==> src/rtl/dds_cmd_pkg.sv <==
// Shared definitions for the DDS command sequencer: frame layout, opcodes,
// reply tags, readback indices and the sequencer state encoding.
package dds_cmd_pkg;

  localparam int unsigned FRAME_W = 32;
  localparam int unsigned OPC_W   = 8;
  localparam int unsigned PAY_W   = 24;
  localparam int unsigned REPLY_W = 24;
  localparam int unsigned FREQ_W  = 32;
  localparam int unsigned LO_W    = 24;
  localparam int unsigned PHASE_W = 12;
  localparam int unsigned AMP_W   = 10;
  localparam int unsigned WAVE_W  = 2;

  localparam logic [OPC_W-1:0] OP_INIT     = 8'h01;
  localparam logic [OPC_W-1:0] OP_FREQ_LO  = 8'h10;
  localparam logic [OPC_W-1:0] OP_FREQ_HI  = 8'h11;
  localparam logic [OPC_W-1:0] OP_PHASE    = 8'h12;
  localparam logic [OPC_W-1:0] OP_AMPL     = 8'h13;
  localparam logic [OPC_W-1:0] OP_MODE     = 8'h14;
  localparam logic [OPC_W-1:0] OP_READBACK = 8'h20;

  localparam logic [7:0] ACK_TAG = 8'hA5;
  localparam logic [7:0] ERR_TAG = 8'hEE;

  localparam logic [7:0] RB_FREQ_LO  = 8'd0;
  localparam logic [7:0] RB_FREQ_HI  = 8'd1;
  localparam logic [7:0] RB_PHASE    = 8'd2;
  localparam logic [7:0] RB_AMPL     = 8'd3;
  localparam logic [7:0] RB_MODE     = 8'd4;
  localparam logic [7:0] RB_COUNTERS = 8'd5;
  localparam logic [REPLY_W-1:0] RB_INVALID = 24'hEEEEEE;

  typedef enum logic [1:0] {
    S_IDLE  = 2'd0,
    S_EXEC  = 2'd1,
    S_REPLY = 2'd2,
    S_DRAIN = 2'd3
  } state_e;

endpackage

==> src/rtl/dds_cmd_decode.sv <==
// Combinational command decoder: maps one frame plus the current DDS
// registers onto next register values, commit/error flags and the reply word.
module dds_cmd_decode
  import dds_cmd_pkg::*;
#(
  parameter int unsigned CNT_W = 8
) (
  input  logic [FRAME_W-1:0] cmd_i,
  input  logic [FREQ_W-1:0]  freq_i,
  input  logic [PHASE_W-1:0] phase_i,
  input  logic [AMP_W-1:0]   amp_i,
  input  logic [WAVE_W-1:0]  wave_i,
  input  logic               en_i,
  input  logic [LO_W-1:0]    lo_i,
  input  logic [CNT_W-1:0]   err_cnt_i,
  input  logic [CNT_W-1:0]   drop_cnt_i,
  output logic [FREQ_W-1:0]  freq_o,
  output logic [PHASE_W-1:0] phase_o,
  output logic [AMP_W-1:0]   amp_o,
  output logic [WAVE_W-1:0]  wave_o,
  output logic               en_o,
  output logic [LO_W-1:0]    lo_o,
  output logic               update_o,
  output logic               error_o,
  output logic [REPLY_W-1:0] reply_o
);

  logic [OPC_W-1:0] opc;
  logic [PAY_W-1:0] pay;
  logic [CNT_W-1:0] err_inc;

  assign opc = cmd_i[OPC_W-1:0];
  assign pay = cmd_i[FRAME_W-1:OPC_W];
  // The error reply reports the counter as it will read after this frame.
  assign err_inc = (&err_cnt_i) ? err_cnt_i : err_cnt_i + CNT_W'(1);

  always_comb begin
    freq_o   = freq_i;
    phase_o  = phase_i;
    amp_o    = amp_i;
    wave_o   = wave_i;
    en_o     = en_i;
    lo_o     = lo_i;
    update_o = 1'b0;
    error_o  = 1'b0;
    reply_o  = {ACK_TAG, opc, 8'h00};
    case (opc)
      OP_INIT:    ;
      OP_FREQ_LO: lo_o = pay;
      OP_FREQ_HI: begin
        freq_o   = {pay[7:0], lo_i};
        update_o = 1'b1;
      end
      OP_PHASE: begin
        phase_o  = pay[PHASE_W-1:0];
        update_o = 1'b1;
      end
      OP_AMPL: begin
        amp_o    = pay[AMP_W-1:0];
        update_o = 1'b1;
      end
      OP_MODE: begin
        wave_o   = pay[WAVE_W-1:0];
        en_o     = pay[8];
        update_o = 1'b1;
      end
      OP_READBACK: begin
        case (pay[7:0])
          RB_FREQ_LO:  reply_o = freq_i[23:0];
          RB_FREQ_HI:  reply_o = {16'h0, freq_i[31:24]};
          RB_PHASE:    reply_o = {12'h0, phase_i};
          RB_AMPL:     reply_o = {14'h0, amp_i};
          RB_MODE:     reply_o = {15'h0, en_i, 6'h0, wave_i};
          RB_COUNTERS: reply_o = {8'h0, 8'(drop_cnt_i), 8'(err_cnt_i)};
          default:     reply_o = RB_INVALID;
        endcase
      end
      default: begin
        error_o = 1'b1;
        reply_o = {ERR_TAG, opc, 8'(err_inc)};
      end
    endcase
  end

endmodule

==> src/rtl/dds_cmd_controller.sv <==
// SPI-to-DDS command sequencer: accepts one frame, decodes it into the DDS
// configuration registers and queues a reply word with a bounded wait.
module dds_cmd_controller
  import dds_cmd_pkg::*;
#(
  parameter int unsigned       REPLY_TIMEOUT = 65535,
  parameter logic [AMP_W-1:0]  AMP_RESET     = 10'h3FF,
  parameter int unsigned       CNT_W         = 8
) (
  input  logic               clk,
  input  logic               reset,
  input  logic               rd_data_available,
  input  logic [FRAME_W-1:0] rd_data,
  output logic               rd_ack,
  input  logic               wr_buffer_free,
  output logic               wr_en,
  output logic [REPLY_W-1:0] wr_data,
  output logic [FREQ_W-1:0]  freq_word,
  output logic [PHASE_W-1:0] phase_word,
  output logic [AMP_W-1:0]   amplitude,
  output logic [WAVE_W-1:0]  wave_sel,
  output logic               dds_enable,
  output logic               cfg_update,
  output logic [CNT_W-1:0]   err_cnt,
  output logic [CNT_W-1:0]   drop_cnt,
  output logic               busy
);

  localparam int unsigned TMO_W = (REPLY_TIMEOUT > 1) ? $clog2(REPLY_TIMEOUT) : 1;

  state_e               state_q, state_d;
  logic [FRAME_W-1:0]   cmd_q;
  logic [LO_W-1:0]      lo_q;
  logic [FREQ_W-1:0]    freq_q;
  logic [PHASE_W-1:0]   phase_q;
  logic [AMP_W-1:0]     amp_q;
  logic [WAVE_W-1:0]    wave_q;
  logic                 en_q;
  logic [CNT_W-1:0]     err_q, drop_q;
  logic [REPLY_W-1:0]   reply_q, wr_data_q;
  logic [TMO_W-1:0]     tmo_q;
  logic                 rd_ack_q, rd_ack_d;
  logic                 wr_en_q, wr_en_d;
  logic                 cfg_upd_q, cfg_upd_d;
  logic                 busy_q, busy_d;
  logic                 tmo_hit_c, drop_hit_c;

  logic [FREQ_W-1:0]    dec_freq;
  logic [PHASE_W-1:0]   dec_phase;
  logic [AMP_W-1:0]     dec_amp;
  logic [WAVE_W-1:0]    dec_wave;
  logic                 dec_en, dec_upd, dec_err;
  logic [LO_W-1:0]      dec_lo;
  logic [REPLY_W-1:0]   dec_reply;

  dds_cmd_decode #(.CNT_W(CNT_W)) u_decode (
    .cmd_i      (cmd_q),
    .freq_i     (freq_q),
    .phase_i    (phase_q),
    .amp_i      (amp_q),
    .wave_i     (wave_q),
    .en_i       (en_q),
    .lo_i       (lo_q),
    .err_cnt_i  (err_q),
    .drop_cnt_i (drop_q),
    .freq_o     (dec_freq),
    .phase_o    (dec_phase),
    .amp_o      (dec_amp),
    .wave_o     (dec_wave),
    .en_o       (dec_en),
    .lo_o       (dec_lo),
    .update_o   (dec_upd),
    .error_o    (dec_err),
    .reply_o    (dec_reply)
  );

  assign tmo_hit_c = (tmo_q == TMO_W'(REPLY_TIMEOUT - 1));

  always_ff @(posedge clk) begin
    if (reset) state_q <= S_IDLE;
    else       state_q <= state_d;
  end

  // DRAIN holds off until the slave drops its flag so a frame is never re-run.
  always_comb begin
    state_d = state_q;
    case (state_q)
      S_IDLE:  if (rd_data_available) state_d = S_EXEC;
      S_EXEC:  state_d = S_REPLY;
      S_REPLY: if (wr_buffer_free || tmo_hit_c) state_d = S_DRAIN;
      S_DRAIN: if (!rd_data_available) state_d = S_IDLE;
      default: state_d = S_IDLE;
    endcase
  end

  always_comb begin
    rd_ack_d   = (state_q == S_IDLE) && rd_data_available;
    wr_en_d    = (state_q == S_REPLY) && wr_buffer_free;
    drop_hit_c = (state_q == S_REPLY) && !wr_buffer_free && tmo_hit_c;
    cfg_upd_d  = (state_q == S_EXEC) && dec_upd;
    busy_d     = (state_d != S_IDLE);
  end

  always_ff @(posedge clk) begin
    if (reset) begin
      cmd_q     <= '0;
      lo_q      <= '0;
      freq_q    <= '0;
      phase_q   <= '0;
      amp_q     <= AMP_RESET;
      wave_q    <= '0;
      en_q      <= 1'b0;
      err_q     <= '0;
      drop_q    <= '0;
      reply_q   <= '0;
      wr_data_q <= '0;
      tmo_q     <= '0;
      rd_ack_q  <= 1'b0;
      wr_en_q   <= 1'b0;
      cfg_upd_q <= 1'b0;
      busy_q    <= 1'b0;
    end else begin
      rd_ack_q  <= rd_ack_d;
      wr_en_q   <= wr_en_d;
      cfg_upd_q <= cfg_upd_d;
      busy_q    <= busy_d;
      if (rd_ack_d) cmd_q <= rd_data;
      if (state_q == S_EXEC) begin
        freq_q  <= dec_freq;
        phase_q <= dec_phase;
        amp_q   <= dec_amp;
        wave_q  <= dec_wave;
        en_q    <= dec_en;
        lo_q    <= dec_lo;
        reply_q <= dec_reply;
        if (dec_err && !(&err_q)) err_q <= err_q + CNT_W'(1);
      end
      // Timeout counter restarts every time REPLY is entered.
      if (state_q == S_EXEC)       tmo_q <= '0;
      else if (state_q == S_REPLY) tmo_q <= tmo_q + TMO_W'(1);
      if (drop_hit_c && !(&drop_q)) drop_q <= drop_q + CNT_W'(1);
      if (wr_en_d) wr_data_q <= reply_q;
    end
  end

  assign rd_ack     = rd_ack_q;
  assign wr_en      = wr_en_q;
  assign wr_data    = wr_data_q;
  assign freq_word  = freq_q;
  assign phase_word = phase_q;
  assign amplitude  = amp_q;
  assign wave_sel   = wave_q;
  assign dds_enable = en_q;
  assign cfg_update = cfg_upd_q;
  assign err_cnt    = err_q;
  assign drop_cnt   = drop_q;
  assign busy       = busy_q;

endmodule
==> config.mk <==
export PLATFORM = sky130hd
export DESIGN_NAME = dds_cmd_controller
export DESIGN_NICKNAME = d
export VERILOG_FILES = /design/src/rtl/dds_cmd_pkg.sv /design/src/rtl/dds_cmd_decode.sv /design/src/rtl/dds_cmd_controller.sv
export SDC_FILE = /design/constraint.sdc
export NUM_CORES = 1
export LEC_CHECK = 0
export ABC_AREA = 1
export CAP_MARGIN = 20
export CORE_UTILIZATION = 54
export DETAILED_ROUTE_END_ITERATION = 8
export HOLD_SLACK_MARGIN = 0.06
export PLACE_DENSITY_LB_ADDON = 0.1
export SETUP_SLACK_MARGIN = 0.4
export SYNTH_ARGS = -nofsm -noshare
export SYNTH_HDL_FRONTEND = slang
export SYNTH_SLANG_ARGS = --single-unit
export TNS_END_PERCENT = 20
==> constraint.sdc <==
create_clock -name clk -period 1.7 [get_ports clk]
set_input_delay 0.34 -clock clk [delete_from_list [all_inputs] [get_ports clk]]
set_output_delay 0.34 -clock clk [all_outputs]
set_load 0.01 [all_outputs]
==> results.toml <==
[yosys]
netlist_instances = 1177
synth.cell_area_um2 = 8500
synth_sequential_area_ratio = 0.469
synth_cell_types = 32
mappedNetlistNets = 1217
synth-warning-count = 0
syn_avg_cell_area_um2 = 7.22
ys_ff_latch = 199

[route]
ant_nets = 0
wl_per_cell_um = 18.3
route.vias.total = 9542
via_per_inst = 5.77
first_pass_iters = 6
wl_um = 30200
dr.first_iter.drc_count = 1013
post-route-drc-count = 0

[cts]
ctsHtreeMaxLevel = 4
postCtsHoldBufs = 0
clk_transition_reported_paths_ps = 80
max-clock-path-buffers = 2
clock_latency_ps = 450
clock_sinks = 199
ctsRootBufferMaster = "sky130_fd_sc_hd__clkbuf_16"
tritoncts_clock_tree = "done"
cts_buffer_count = 17

[worst_hold_path]
hold_path_depth = 4
timing.hold.worst.start = "reset"
timing.hold.worst_endpoint = "reply_q[8]$_SDFFE_PP0P_"
worstHoldPathType = "in -> reg"

[timing]
worst_pin_slew_ps = 418
report.final.slew_viol_count = 0
hold_viol_final = 0
setup_viol = 4
postLayoutSetupSlackWorst_ps = -98.0
slew-limit-headroom = 0.721
setup_tns_ps = -177
setup_skew_ps = 9.81
final_min_period_over_clock_period = 1.06
fin_crit_ps = 1800
worst_hold_slack_ps = 379
maxClockFrequency_mhz = 556
rsz0062_at_grt = "true"

[critical_path]
critical-path-top-cell-by-count = "sky130_fd_sc_hd__nand2_1"
critPathLaunchType = "flip-flop"
data_arrival_time_at_the_worst_slack_endpoint_ps = 2130
slowest_delay_ps = 420
worst_r2r_startpoint = "cmd_q[9]$_SDFFE_PP0P_"
worst_ep_required_time_ps = 2030
ff2ff_setup_slack_ps = -100
critPathTopFamily = "simple AND/OR/NAND/NOR gates"
worst_setup_path_end_kind = "flip-flop"
cp_num_buf_inv = 2
crit_chain = "inv_1 > nand2_1 > inv_2 > nand2_2 > o22ai_2 > nor2_1 > nand2_1 > nand2_1 > nand3_1"
cp_slowest_cell = "sky130_fd_sc_hd__dfxtp_4"
worst-path-max-fanout = 8
reg2reg_to = "reply_q[7]$_SDFFE_PP0P_"
reg2reg_depth = 9
worst-setup-path-type = "reg -> reg"

[power_and_ir_drop]
power.share.combinational = 0.188
seq_power_share = 0.449
power_density_nw_per_um2 = 905
share_clk_of_total_power = 0.363
vdd_drop_max_mv = 1.07
total_power_mw = 11.2
cell_internal_pwr_mw = 7.84
p_leak_nw = 5.43
sw_frac_of_total = 0.303
switching_power_of_the_nets_mw = 3.40

[die]
floorplan.rows = 45
io-pin-count = 137
placeableCoreArea_um2 = 15300
die_width_um = 127
die-area_um2 = 16200
dieHeight_um = 127
initial_utilization = 0.557

[status]
violations = "setup timing"
status = "finished with violations"

[global_route]
grt_max_degree = 104
globalRouteTotalUtil = 0.317
initial_antenna_violation_count = 0
grt_pass1_wl_um = 40500
overflow = 0
first_global_vias = 8090

[layout]
layout.nets = 1471
mostFrequentLayoutCell = "sky130_fd_sc_hd__nand2_1"
layout.cell_area.non_filler_um2 = 12400
syn2layout_area_growth_pct = 46.2
antenna-diode-count = 0
layout_common_cells = "sky130_fd_sc_hd__nand2_1, sky130_fd_sc_hd__nor2_1, sky130_fd_sc_hd__dfxtp_1"
final_core_util = 0.814
layout_cells_sized_above_1 = 0.329

[placement]
buffer_ports.inserted = 136
post-dp-hpwl_um = 16900
postPlaceCellArea_um2 = 10600
gp_routability_congestion = 0.909

[run]
reported_max_cap_violation_count = 0
==> Yosys cell counts <==
master                     number  share of area
sky130_fd_sc_hd__nand2_1      232           0.10
sky130_fd_sc_hd__dfxtp_1      199           0.47
sky130_fd_sc_hd__nor2_1       156          0.069
sky130_fd_sc_hd__o21ai_0      129          0.076
sky130_fd_sc_hd__a21oi_1      121          0.071
sky130_fd_sc_hd__inv_1        109          0.048
sky130_fd_sc_hd__nand3_1       58          0.034
sky130_fd_sc_hd__clkbuf_1      33          0.015
sky130_fd_sc_hd__nand4_1       25          0.018
sky130_fd_sc_hd__buf_2         18          0.011
sky130_fd_sc_hd__o211ai_1      14          0.012
sky130_fd_sc_hd__xor2_1        11          0.011
sky130_fd_sc_hd__inv_2         10         0.0044
sky130_fd_sc_hd__a211oi_1       9         0.0080
sky130_fd_sc_hd__nor2_2         7         0.0052
sky130_fd_sc_hd__nor2_4         7         0.0093
sky130_fd_sc_hd__nor3_1         7         0.0041
sky130_fd_sc_hd__ha_1           4         0.0059
sky130_fd_sc_hd__nand2_2        4         0.0029
sky130_fd_sc_hd__xnor2_1        4         0.0041
sky130_fd_sc_hd__o22ai_1        3         0.0022
sky130_fd_sc_hd__or2_0          3         0.0022
sky130_fd_sc_hd__buf_4          2         0.0018
sky130_fd_sc_hd__nand3b_1       2         0.0018
sky130_fd_sc_hd__nor3_2         2         0.0024
sky130_fd_sc_hd__or2_2          2         0.0015
sky130_fd_sc_hd__and2_1         1        0.00074
sky130_fd_sc_hd__nand3_2        1         0.0012
sky130_fd_sc_hd__nand3_4        1         0.0021
sky130_fd_sc_hd__nand4_2        1         0.0015
sky130_fd_sc_hd__o21ai_1        1        0.00059
sky130_fd_sc_hd__o311ai_0       1         0.0010
==> power by group through the flow <==
stage,clock network [mW],logic (mW),registers (mW)
5_1_grt,4.30,2.24,5.07
6_report,4.08,2.11,5.05
4_1_cts,4.04,1.66,5.02
2_1_floorplan,0,0.841,5.10
3_5_place_dp,0,1.45,5.13
3_3_place_gp,0,1.42,5.13
==> worst min-delay path, cell delays in order <==
cell and delay (ps):
sky130_fd_sc_hd__buf_2 180, sky130_fd_sc_hd__nor2_4 90, sky130_fd_sc_hd__nand2_1 80, sky130_fd_sc_hd__nand3_1 80
==> timing repair <==
action	in CTS	in global routing
gates cloned	1	6
pin swaps	16	64
endpoints found under the setup margin	297	250
gates resized for setup	375	185
setup buffers	58	25
==> worst max path at each step <==
| stage | startpoint | endpoint | slack (ps) | depth (start not counted) |
|---|---|---|---|---|
| floorplan | cmd_q[2]$_SDFFE_PP0P_ | reply_q[18]$_SDFFE_PP0P_ | 330 | 9 |
| global placement | rd_data_available | cmd_q[6]$_SDFFE_PP0P_ | -90 | 7 |
| detailed placement | rd_data_available | cmd_q[7]$_SDFFE_PP0P_ | -170 | 7 |
| CTS | cmd_q[13]$_SDFFE_PP0P_ | reply_q[3]$_SDFFE_PP0P_ | 150 | 10 |
| global route | cmd_q[9]$_SDFFE_PP0P_ | reply_q[7]$_SDFFE_PP0P_ | -70 | 9 |
| finish | cmd_q[9]$_SDFFE_PP0P_ | reply_q[7]$_SDFFE_PP0P_ | -100 | 9 |
==> final cells by class <==
type | count | area, µm²
Clock buffer | 17 | 425
Clock inverter | 15 | 159
Fill cell | 959 | 2840
Inverter | 119 | 479
Multi-Input combinational cell | 807 | 4450
Sequential cell | 199 | 4130
Tap cell | 211 | 264
Timing Repair Buffer | 287 | 2500
==> cells by family (layout without fill, tap and decap cells) <==
logic type | Yosys count | count (layout) | share of synthesized area
AOI/OAI and AO/OA | 278 | 278 | 0.171
xor gates and xnor gates | 15 | 15 | 0.0155
adders and majority gates | 4 | 4 | 0.00589
buffers and inverters | 172 | 438 | 0.0795
DFF | 199 | 199 | 0.469
and+or+nand+nor | 509 | 510 | 0.259
==> metal layers <==
layer	track usage	vias up	share of wire
met3	0.0570	156	0.088
met4	0.139	0	0.054
met5	0	-	0
li1	-	4357	-
met2	0.506	585	0.47
met1	0.422	4444	0.39
==> per-stage QoR <==
| stage | std cells | worst slack, ps |
|---|---|---|
| after floorplan | 1177 | 329 |
| after global placement | 1533 | -88.3 |
| after detailed placement | 1533 | -167 |
| after CTS | 1624 | 148 |
| after global routing | 1655 | -73.1 |
| final | 1655 | -98.0 |
==> state kept, by name, indices dropped and copies added (netlist names) <==
register and flops:
freq_word 32, lo_q 24, busy 1, dds_enable 1, reply_q 24, cmd_q 32, rd_ack 1, wave_sel 2
amplitude 10, wr_en 1, cfg_update 1, phase_word 12, tmo_q 16, state_q 2, drop_cnt 8, err_cnt 8
wr_data 24
(Power assumes the default switching activity.)
